**config.mk**
```make
export PLATFORM = sky130hd
export DESIGN_NAME = shift_add_multiplier
export DESIGN_NICKNAME = d
export VERILOG_FILES = /design/src/rtl/shift_add_multiplier.sv
export SDC_FILE = /design/constraint.sdc
export NUM_CORES = 1
export LEC_CHECK = 0
export CAP_MARGIN = 5
export CORE_ASPECT_RATIO = 1.2
export CORE_MARGIN = 2
export CORE_UTILIZATION = 45
export CTS_CLUSTER_SIZE = 40
export DETAILED_ROUTE_END_ITERATION = 10
export PLACE_DENSITY_LB_ADDON = 0.12
export SLEW_MARGIN = 10
export SYNTH_ARGS = -nofsm -noshare
export SYNTH_HDL_FRONTEND = slang
export SYNTH_SLANG_ARGS = --single-unit
```
**constraint.sdc**
```tcl
create_clock -name clock -period 5.6 [get_ports clock]
set_input_delay 1.12 -clock clock [delete_from_list [all_inputs] [get_ports clock]]
set_output_delay 1.12 -clock clock [all_outputs]
set_load 0.005 [all_outputs]
```
**src/rtl/shift_add_multiplier.sv**
```systemverilog
// -----------------------------------------------------------------------------
// shift_add_multiplier
//
// Purpose:
//   Multi-cycle shift-and-add multiplier for signed or unsigned operands.
//   - The operands are converted to unsigned magnitudes when accepted.
//   - One multiplier bit is processed per clock, LSB first, into a
//     2*WIDTH-bit accumulator.
//   - A FIXUP state applies the result sign.
//   - The result is then presented in DONE until start is released.
//
// Parameters:
//   WIDTH         operand width, 2..32 (default 12)
//
// Ports:
//   clock         sole clock, rising edge
//   reset         asynchronous, active-high reset
//   start         level request; accepted when high in IDLE
//   signed_mode   1 = two's-complement operands/product, 0 = unsigned
//   multiplier    operand A, sampled only at accept
//   multiplicand  operand B, sampled only at accept
//   product       registered 2*WIDTH-bit result
//   busy          high in CALC and FIXUP
//   finished      high in DONE only
//
// Configuration:
//   MULT_EARLY_EXIT_EN  when defined, CALC ends as soon as the remaining
//                       multiplier-magnitude bits are all zero.
//                       FIXUP then right-aligns the accumulator by the
//                       number of skipped bits.
// -----------------------------------------------------------------------------
module shift_add_multiplier #(
    parameter int WIDTH = 12
) (
    input  logic               clock,
    input  logic               reset,
    input  logic               start,
    input  logic               signed_mode,
    input  logic [WIDTH-1:0]   multiplier,
    input  logic [WIDTH-1:0]   multiplicand,
    output logic [2*WIDTH-1:0] product,
    output logic               busy,
    output logic               finished
);

    localparam int CNT_W = $clog2(WIDTH);
    localparam logic [CNT_W-1:0] LAST = CNT_W'(WIDTH - 1);

    typedef enum logic [1:0] {
        IDLE  = 2'd0,
        CALC  = 2'd1,
        FIXUP = 2'd2,
        DONE  = 2'd3
    } state_t;

    state_t             state_q, state_d;
    logic [CNT_W-1:0]   cnt_q, cnt_d;
    logic [2*WIDTH-1:0] product_q, product_d;
    logic [2*WIDTH-1:0] acc_q, acc_d;
    logic [WIDTH-1:0]   mplier_q, mplier_d;
    logic [WIDTH-1:0]   mcand_q, mcand_d;
    logic               neg_q, neg_d;
`ifdef MULT_EARLY_EXIT_EN
    logic [CNT_W-1:0]   shift_q, shift_d;
`endif

    logic [WIDTH:0]     sum;
    logic [2*WIDTH-1:0] mag;

    // Magnitude of an operand; the most-negative value maps to 2^(WIDTH-1),
    // which still fits in WIDTH unsigned bits.
    function automatic logic [WIDTH-1:0] magnitude(input logic [WIDTH-1:0] v,
                                                   input logic             sm);
        return (sm && v[WIDTH-1]) ? (WIDTH'(0) - v) : v;
    endfunction

    always_comb begin
        state_d   = state_q;
        cnt_d     = cnt_q;
        product_d = product_q;
        acc_d     = acc_q;
        mplier_d  = mplier_q;
        mcand_d   = mcand_q;
        neg_d     = neg_q;
`ifdef MULT_EARLY_EXIT_EN
        shift_d   = shift_q;
`endif
        sum       = '0;
        mag       = '0;

        case (state_q)
            IDLE: begin
                if (start) begin
                    mplier_d = magnitude(multiplier, signed_mode);
                    mcand_d  = magnitude(multiplicand, signed_mode);
                    neg_d    = signed_mode & (multiplier[WIDTH-1] ^ multiplicand[WIDTH-1]);
                    acc_d    = '0;
                    cnt_d    = '0;
                    state_d  = CALC;
                end
            end

            CALC: begin
                // Add into the upper half with carry kept, then shift the
                // accumulator right.  The carry lands in the MSB and the
                // finished low bit enters the lower half.
                sum      = {1'b0, acc_q[2*WIDTH-1:WIDTH]}
                         + {1'b0, (mplier_q[0] ? mcand_q : '0)};
                acc_d    = {sum, acc_q[WIDTH-1:1]};
                mplier_d = mplier_q >> 1;
                cnt_d    = cnt_q + 1'b1;
`ifdef MULT_EARLY_EXIT_EN
                if (cnt_q == LAST || mplier_d == '0) begin
                    state_d = FIXUP;
                    shift_d = LAST - cnt_q;
                end
`else
                if (cnt_q == LAST) begin
                    state_d = FIXUP;
                end
`endif
            end

            FIXUP: begin
`ifdef MULT_EARLY_EXIT_EN
                // Skipped iterations would only have shifted; do it at once.
                mag = acc_q >> shift_q;
`else
                mag = acc_q;
`endif
                product_d = neg_q ? ((2*WIDTH)'(0) - mag) : mag;
                state_d   = DONE;
            end

            DONE: begin
                if (!start) begin
                    state_d = IDLE;
                end
            end

            default: state_d = IDLE;
        endcase
    end

    always_ff @(posedge clock or posedge reset) begin
        if (reset) begin
            state_q   <= IDLE;
            cnt_q     <= '0;
            product_q <= '0;
        end else begin
            state_q   <= state_d;
            cnt_q     <= cnt_d;
            product_q <= product_d;
        end
    end

    // Working datapath registers are always written before use after accept.
    always_ff @(posedge clock) begin
        acc_q    <= acc_d;
        mplier_q <= mplier_d;
        mcand_q  <= mcand_d;
        neg_q    <= neg_d;
`ifdef MULT_EARLY_EXIT_EN
        shift_q  <= shift_d;
`endif
    end

    assign product  = product_q;
    assign busy     = (state_q == CALC) || (state_q == FIXUP);
    assign finished = (state_q == DONE);

endmodule

```
; ---- Yosys cells after proc, flatten, opt, wreduce, memory -nomap -nowiden
; Index checks and enable logic that the tools add are counted.
[word_totals]
register_bits = 79
latchBits = 0
ram_bits = 0
rom_bits = 0
input_bits = 28
out_inout_bits = 26
elab_cells = 43
n_memories = 0
[classes]
n_addsub = 5
n_mul = 0
div = 0
order_cmp = 0
n_eq_ne = 7
shifts = 0
muxes = 14
n_bitwise = 2
n_reduce_logical = 8
[op_table]
columns = op, count
row1 = 2-to-1 mux 12 bit, 4
row2 = 2-to-1 mux 24 bit, 2
row3 = case mux 24 bit (2 select lines), 1
row4 = case mux 12 bit (2 select lines), 1
row5 = subtractor 1 x 12 -> 12 bit (first input constant), 2
row6 = subtractor 1 x 24 -> 24 bit (first input constant), 1
row7 = adder 12 x 12 -> 13 bit, 1
row8 = case mux 2 bit (4 select lines), 1
row9 = case mux 4 bit (2 select lines), 1
row10 = 2-to-1 mux 2 bit, 3
row11 = != test 2 bit (second input constant), 3
row12 = adder 4 x 1 -> 4 bit (second input constant), 1
row13 = equality test 2 bit (second input constant), 2
row14 = equality test 4 bit (second input constant), 1
row15 = 2-to-1 mux 4 bit, 1
row16 = AND reduction 2 bit, 2
row17 = AND reduction 3 bit, 1
row18 = equality test 2 x 1 -> 1 bit (second input constant), 1
row19 = logical AND 1 bit, 2
row20 = logical NOT 2 bit, 1
row21 = nonzero test 2 bit, 1
row22 = AND 1 bit, 1
row23 = logical OR 1 bit, 1
row24 = XOR 1 bit, 1

; ---- Logic depth before layout (Yosys ltp)
; Gate-level depths: netlist of the first run.
[logic_depth]
depth_word = 4
mapped_depth = 9
mapped_depth_nobuf = 8

; ---- Least setup slack after synthesis of the first run
; No wires, ideal clock.
[synth_timing]
path_type = in2reg
start = input start
end = register acc_q[0] (enable)
setup_time_ns = 0.429
arrival_ns = 2.737
t_required_ns = 5.171
path_slack_ns = 2.434
stages = 2
n_path_buf = 0
cell_sequence = nor2b_1 -> nor2_1
[synth_between]
elab_chain_len = 2
[synth_rtl]
columns = element, line_no
row1 = from (decl), 37  ; input logic start,
row2 = != test 2 bit (no line), n/a
row3 = AND reduction 2 bit (no line), n/a
row4 = to (signal assigned), 159  ; acc_q <= acc_d;
row5 = to (decl), 59  ; logic [2*WIDTH-1:0] acc_q, acc_d;
; Every way passes these cells.
; A chain may end at the register's enable or synchronous reset.

; ---- Final worst setup path of the first run
; Ends and elaborated chain as after synthesis.

==> flow_metrics.tcl, run 1 <==
set metrics [dict create \
    outcome "completed" \
    path_class "input port to flip-flop" \
    synth_warnings 0 \
    vias 3327 \
    clockBufferDepth 2 \
    crit_chain "clkdlybuf4s50_1 > nor2b_1 > nor2_2 > buf_4" \
    async_flop_share_pct 37.97 \
    die_w_um 96.24 \
    drt_iter0_drc 150 \
    gr-total-overflow 0 \
    area_growth_pct 19.93 \
    synthDistinctLibCells 46 \
    fmax_mhz 351.3 \
    yosysTopAreaCell "edfxtp_1" \
    finalPower_w 0.003076 \
    drive_above_1_share_pct 6.262 \
    grt_pass1_wl_mm 14.35 \
    numCtsBuffers 9 \
    cellPowerDensity_nw_per_um2 558.2 \
    maxCapViolCount 0 \
    synth-adder-area-share_pct 5.882 \
    drtPass1Iterations 4 \
    grt_setup_unrepaired "no" \
    yosys.area_share.simple_pct 19.25 \
    wl_per_cell_um 13.41 \
    diodes 0 \
    required_ps 5600 \
    synth-seq-cells 79 \
    cp_max_fo 24 \
    coreArea_um2 9960 \
    drcViolationCount 0 \
    synth_area_um2 4594 \
    placedInstanceArea_um2 5255 \
    fin_area_um2 5510 \
    io_buffers 53 \
    hold_violations 0 \
    synth_compound_area_share_pct 12.91 \
    finalMaxSlewViolations 0 \
    grt_max_degree 51 \
    start_util_pct 46.13 \
    netlist_instances 454 \
    ys.flop_type "edfxtp_1" \
    synth_nets 503 \
    rrSetupSlack_ps 2920 \
    num_io_pins 54 \
    slowest_delay_ps 600 \
    finalSetupViolCount 0 \
    grt_pass1_vias 3197 \
    place_ws_ps 2426 \
    synth_top_family_by_area "simple AND/OR/NAND/NOR gates" \
    synth_edf_count 49 \
    hold_class "flip-flop to flip-flop" \
    clkLatencyLatePin_ps 330 \
    htree_levels 3 \
    ys_top_cells_by_count "nor2_1, edfxtp_1, a21oi_1" \
    final_nets 555 \
    synth_xor_area_share_pct 9.150 \
    cts_hold_buf 0 \
    slowest_stage "clkdlybuf4s50_1" \
    p_leak_nw 2.165 \
    fin_ws_ps 2753 \
    drtAntennaViolNets 0 \
    post-cts-setup-buffer-count 0 \
    synth_most_common_cell "nor2_1" \
    clkSinkCount 79 \
    fin_crit_sh_pct 50.83 \
    finalSetupTns_ps 0 \
    cp.arrival_ps 2850 \
    crit_path_end_kind "flip-flop" \
    clk_pin_slew_worst_paths_ps 50 \
    grtUsageTotal_pct 16.72 \
    final_cells 637 \
    worstSetupStartpointType "input port" \
    tightest_slew_ps 710.1 \
    die_area_um2 11040 \
    drt-total-wl_mm 8.543 \
    dpl.hpwl_mm 6.370 \
    yosysSeqAreaShare_pct 48.37 \
    dieHeight_um 114.7 \
    num_rows 40 \
    fin_crit_ps 2847 \
    gp_congestion 0.8305 \
    fin_skew_ps 4.389 \
    ir_drop_uv 181.2 \
    via_per_inst 5.223 \
    place_inst 621 \
    synth.area.top_cells "edfxtp_1, dfrtp_1, xor2_1" \
    root_buffer "clkbuf_16" \
    cts_tree "built" \
    antenna_found_initial 0 \
    synth.top_cell.area_share_pct 32.03 \
    avgSynthCellArea_um2 10.12 \
    ctsResizeCount 0 \
    maxSlewHeadroom_pct 52.66 \
    synthMuxAreaShare_pct 1.825 \
]
## cells in the final DEF, fill, tap and decap left out, types with 3 or more instances in the layout
cell and n:
a21o_1 4, a21oi_1 46, a31oi_1 6, and2_1 26, buf_4 4, clkbuf_16 9, clkdlybuf4s50_1 53, clkinv_1 4
clkinv_2 3, dfrtp_1 30, edfxtp_1 49, ha_1 20, inv_1 16, mux2_2 3, mux2i_1 5, nand2_1 32
nand2b_1 4, nand3_1 8, nand3b_1 4, nand4_1 3, nor2_1 57, nor2b_1 6, nor3_1 9, nor4_1 3
nor4_4 3, o21ai_0 25, o31ai_1 5, o41ai_2 3, xnor2_1 18, xor2_1 30
## per-layer routing
metal  vias to the layer above  track usage, %  part of all wire, %
met5                         -               0                    0
li1                       1709               -                    -
met1                      1519           20.60                   45
met4                         0           7.143                  2.2
met2                        83           27.82                   49
met3                        16           3.818                  4.5
## final timing paths
check / start / endpoint / cells after the start
setup / recovery: start / acc_q[0] / 4
hold / removal: product[0] / product[0] / 1
setup reg to reg: mplier_q[0] / acc_q[21] / 8
hold reg to reg: product[0] / product[0] / 1
max in group asynchronous: reset / product[13] / 3
min in group asynchronous: reset / cnt_q[0] / 3
## area by class of cell
cell class / count / area (µm²)
fillers: 882 / 4449
multi-input cells: 343 / 2255
flip-flops and latches: 79 / 2222
repair buffers: 57 / 560.5
clock buffers: 9 / 225.2
well taps: 126 / 157.7
inverters: 16 / 60.06
clock inverters: 7 / 30.03
## flip-flops by register name, indices dropped and copies added, names as in the netlist
register / flops
acc_q: 24
product: 24
mcand_q: 12
mplier_q: 12
cnt_q: 4
state_q: 2
neg_q: 1
## through the flow
stage	hold WS, ps	util [%]
after CTS	524.4	55.33
after floorplan	500.0	-
final	517.5	55.33
after detailed placement	510.2	52.76
after global routing	538.5	55.33
after global placement	502.2	52.76
## critical path: cells and delay by family
kind                   cells  cell delay (ps)
buffers and inverters      2             1020
and+or+nand+nor            2              700
## power by group
group / internal (W) / switching, W
Combinational: 0.000624 / 0.000720
Sequential: 0.000984 / 0.000243
Clock: 0.000291 / 0.000214
Total: 0.00190 / 0.00118
## cell families after synthesis
| group | after synthesis |
|---|---|
| xor+xnor | 48 |
| flops | 79 |
| buf+inv | 32 |
| fa+ha+maj | 21 |
| mux | 8 |
| simple gates | 167 |
| compound gates | 99 |
No activity file was read; power rests on OpenSTA's default activity.
==> run 2, diff against run 1 <==
clock period = 2.75 ns   (was 5.6 ns; I/O delays follow)
==> run 2 against run 1 <==
Hold slack got worse by 6.1 ps. Sequential power is 100% higher. Combinational power grew 120%. First-iteration DRC count down 8.7%. Cell count up 1.4%. Worst setup slack lost 2500 ps. Utilization grew 1.0 points. Sequential cell count unchanged. Design area grew 1.9%. Clock power up 120%. Total power is 110% higher.
==> flow_metrics.tcl, run 2 (synthesized netlist as in run 1, its figures left out) <==
set metrics [dict create \
    outcome "completed" \
    grt_max_degree 45 \
    ir_drop_uv 460.8 \
    finalSetupTns_ps 0 \
    cts_tree "built" \
    tightest_slew_ps 559.6 \
    drive_above_1_share_pct 7.692 \
    maxSlewHeadroom_pct 62.70 \
    hold_violations 0 \
    grt_pass1_wl_mm 14.94 \
    maxCapViolCount 0 \
    finalMaxSlewViolations 0 \
    layout_commonest_cell "nor2_1" \
    grtUsageTotal_pct 17.70 \
    required_ps 2940 \
    cp_max_fo 9 \
    start_util_pct 46.13 \
    rrSetupSlack_ps 210 \
    clk_pin_slew_worst_paths_ps 60 \
    root_buffer "clkbuf_16" \
    worstSetupStartpointType "flip-flop" \
    dpl.hpwl_mm 6.515 \
    cp.arrival_ps 2730 \
    final_cell_mix "nor2_1, clkdlybuf4s50_1, edfxtp_1, a21oi_1, nand2_1" \
    drtPass1Iterations 4 \
    place_inst 627 \
    holdWs_ps 511.4 \
    rr_worst_depth 9 \
    finalPower_w 0.006545 \
    drtAntennaViolNets 0 \
    final_cells 646 \
    crit_buf_inv 1 \
    cellPowerDensity_nw_per_um2 1166 \
    wl_per_cell_um 13.92 \
    worstSetupEndpoint "acc_q[21]" \
    dieHeight_um 114.7 \
    num_rows 40 \
    crit_path_end_kind "flip-flop" \
    hold_class "flip-flop to flip-flop" \
    die_w_um 96.24 \
    via_per_inst 5.291 \
    fin_crit_ps 2539 \
    htree_levels 3 \
    path_delay_family "compound AO/OA/AOI/OAI gates" \
    fill_cells 873 \
    num_io_pins 54 \
    regToRegEndpoint "acc_q[21]" \
    antenna_found_initial 0 \
    clkSinkCount 79 \
    coreArea_um2 9960 \
    drcViolationCount 0 \
    final_nets 564 \
    grt_setup_unrepaired "no" \
    finalSetupViolCount 0 \
    fmax_mhz 393.8 \
    grt_pass1_vias 3253 \
    numCtsBuffers 9 \
    drt_iter0_drc 137 \
    io_buffers 53 \
    startpoint "mplier_q[0]" \
    fin_skew_ps 7.695 \
    diodes 0 \
    drt-total-wl_mm 8.990 \
    fin_crit_sh_pct 92.33 \
    worst-path-stages 9 \
    slowest_delay_ps 490 \
    gr-total-overflow 0 \
    area_growth_pct 22.19 \
    ctsResizeCount 0 \
    clkLatencyLatePin_ps 340 \
    slowest_stage "edfxtp_1" \
    reg2reg_from "mplier_q[0]" \
    clockBufferDepth 2 \
    vias 3418 \
    path_class "flip-flop to flip-flop" \
    gp_congestion 0.8140 \
    die_area_um2 11040 \
    crit_chain "and2_1 > ha_1 > fa_1 > a21o_1 > a221oi_1 > buf_4 > o211ai_1 > a21oi_1 > mux2i_1" \
    p_leak_nw 2.220 \
]
==> run 2: cell count changes in the layout (fill, tap and decap cells not counted) <==
cell	previous run	this run
buf_4	4	12
clkinv_2	3	1
buf_12	0	1
bufinv_16	0	1
clkinv_1	4	5
==> run 2: worst min-delay path by stage <==
stage                           start          end  depth (start not counted)
after floorplan           mplier_q[1]  mplier_q[0]                          2
after global placement     product[0]   product[0]                          1
after detailed placement   product[0]   product[0]                          1
after CTS                  product[0]   product[0]                          1
after global routing       product[0]   product[0]                          1
final                      product[0]   product[0]                          1
==> run 2: per-stage QoR <==
stage	setup WS [ps]	utilization (%)	instance area, µm²
4_1_cts	204.9	56.14	5592
3_3_place_gp	279.4	53.34	5313
3_5_place_dp	217.9	53.34	5313
6_report	210.8	56.37	5614
2_1_floorplan	317.0	-	4597
5_1_grt	0.5811	56.37	5614
==> run 2: area by class of cell <==
cell class / instances / area, µm² / share of cell area [%]
clock inverters: 7 / 53.80 / 0.9583
multi-input cells: 343 / 2255 / 40.16
flip-flops and latches: 79 / 2222 / 39.58
inverters: 16 / 60.06 / 1.070
repair buffers: 66 / 640.6 / 11.41
well taps: 126 / 157.7 / 2.808
clock buffers: 9 / 225.2 / 4.012
==> run 2: repair_timing <==
action                     in CTS  in global routing
hold buffers                    0                  0
setup buffers                   0                  3
setup endpoints to repair       0                  1
==> run 2: where the power goes <==
part	total [W]	switching [W]	internal, W
registers	0.00246	0.000460	0.00200
logic	0.00295	0.00157	0.00139
clock network	0.00113	0.000444	0.000685
total	0.00654	0.00247	0.00407
==> run 2: worst reg2reg max path, stage by stage, from the launching register on <==
cell and delay (ps):
edfxtp_1 490, and2_1 200, ha_1 200, fa_1 410
a21o_1 190, a221oi_1 270, buf_4 180, o211ai_1 80
a21oi_1 180, mux2i_1 190
==> run 2: layer usage <==
metal | GRT usage (%) | wire, µm | vias up
met3 | 5.135 | 357 | 5
met5 | 0 | 0 | -
met2 | 30.28 | 4498 | 65
met1 | 21.25 | 4043 | 1610
li1 | - | - | 1738
met4 | 5.524 | 91 | 0
==> run 3, diff against run 2 <==
DONT_BUFFER_PORTS = 1   (was unset)
==> run 3 against run 2 <==
Fmax is 0.44% higher. Sequential share of layout area is 4.7 points higher. Via count is 8.2% lower. Critical path depth stayed put. First-iteration DRC count is 25% lower. Largest power group is now sequential cells. Highest routed layer unchanged.
==> flow_metrics.tcl, run 3 (synthesized netlist as in run 1, its figures left out) <==
set metrics [dict create \
    final_cell_mix "nor2_1, edfxtp_1, a21oi_1, nand2_1" \
    drcViolationCount 0 \
    vias 3139 \
    drtAntennaViolNets 0 \
    area_growth_pct 9.341 \
    fin_skew_ps 4.643 \
    die_area_um2 11040 \
    drt_iter0_drc 103 \
    required_ps 2940 \
    rr_worst_depth 9 \
    drt-total-wl_mm 8.653 \
    gr-total-overflow 0 \
    maxCapViolCount 0 \
    grt_pass1_wl_mm 14.43 \
    post-cts-setup-buffer-count 0 \
    htree_levels 3 \
    die_w_um 96.24 \
    drive_above_1_share_pct 7.559 \
    dpl.hpwl_mm 6.255 \
    root_buffer "clkbuf_16" \
    worstSetupStartpointType "flip-flop" \
    clkSinkCount 79 \
    wl_per_cell_um 14.69 \
    seq_area_um2 2222 \
    crit_path_end_kind "flip-flop" \
    fill_cells 928 \
    ir_drop_uv 454.8 \
    path_class "flip-flop to flip-flop" \
    reg2reg_from "mplier_q[0]" \
    fin_ws_ps 222.1 \
    cts_tree "built" \
    crit_buf_inv 1 \
    finalSetupTns_ps 0 \
    hold_class "input port to asynchronous set/reset pin" \
    layout_commonest_cell "nor2_1" \
    drtPass1Iterations 5 \
    num_io_pins 54 \
    holdWs_ps 177.7 \
    num_rows 40 \
    fin_crit_ps 2528 \
    cp_max_fo 12 \
    grtUsageMet1_pct 20.61 \
    io_buffers 0 \
    top_usage_layer "met2" \
    p_leak_nw 1.975 \
    rrSetupSlack_ps 220 \
    clockBufferDepth 2 \
    fmax_mhz 395.6 \
    startpoint "mplier_q[0]" \
    cts_hold_buf 0 \
    grtUsageTotal_pct 17.08 \
    via_per_inst 5.329 \
    slowest_stage "edfxtp_1" \
    maxSlewHeadroom_pct 62.45 \
    start_util_pct 46.13 \
    clk_pin_slew_worst_paths_ps 60 \
    final_nets 507 \
    regToRegEndpoint "acc_q[21]" \
    slowest_delay_ps 490 \
    numCtsBuffers 9 \
    crit_chain "and2_1 > ha_1 > fa_1 > a21o_1 > a221oi_1 > buf_4 > o211ai_1 > a21oi_1 > mux2i_1" \
    finalMaxSlewViolations 0 \
    hold_violations 0 \
    path_delay_family "compound AO/OA/AOI/OAI gates" \
    grt_max_degree 49 \
    grt_setup_unrepaired "no" \
    fin_crit_sh_pct 91.93 \
    use_met2_pct 28.66 \
    outcome "completed" \
    ctsResizeCount 0 \
    clkLatencyLatePin_ps 340 \
    coreArea_um2 9960 \
    dieHeight_um 114.7 \
    multiInputGateArea_um2 2255 \
    cellPowerDensity_nw_per_um2 1191 \
    finalSetupViolCount 0 \
    antenna_found_initial 0 \
    tightest_slew_ps 563.2 \
    gp_congestion 0.7628 \
    diodes 0 \
    place_ws_ps 235.1 \
    grt_pass1_vias 3129 \
    use_met3_pct 3.094 \
    cp.arrival_ps 2720 \
]
## run 3: cell count changes in the layout (fill, tap and decap cells not counted), sizes merged
| cell | delta |
|---|---|
| clkdlybuf4s50 | -53 |
| buf | -4 |
| bufinv | -1 |
| clkinv | -4 |
| clkbuf | +5 |
## run 3: layout make-up
type / count / share of cell area (%)
Clock buffer: 14 / 5.056
Clock inverter: 2 / 0.1494
Inverter: 16 / 1.196
Multi-Input combinational cell: 343 / 44.88
Sequential cell: 79 / 44.23
Tap cell: 126 / 3.138
Timing Repair Buffer: 9 / 1.345
## run 3: how the worst max path moves through the flow
stage,end,depth (start not counted)
final,acc_q[21],9
after floorplan,acc_q[19],9
after CTS,acc_q[21],9
after global placement,acc_q[21],9
after global routing,acc_q[21],9
after detailed placement,acc_q[21],9
## run 3: power by group
part | internal (W) | switching, W | total [W]
logic | 0.000969 | 0.00144 | 0.00241
clock network | 0.000631 | 0.000440 | 0.00107
registers | 0.00201 | 0.000495 | 0.00250
total | 0.00361 | 0.00238 | 0.00598
## run 3: routing by layer
metal,share of wire [%],wire length [µm]
met4,2.0,174
met5,0,0
met3,4.0,346
met2,49,4217
met1,45,3914
## run 3: metrics by stage
stage	utilization, %	instance area (µm²)	power, W	cells
after floorplan	-	4597	0.004332	454
after global placement	47.81	4762	0.004908	573
after detailed placement	47.81	4762	0.004970	573
after CTS	50.44	5024	0.006069	589
after global routing	50.44	5024	0.006491	589
final	50.44	5024	0.005984	589
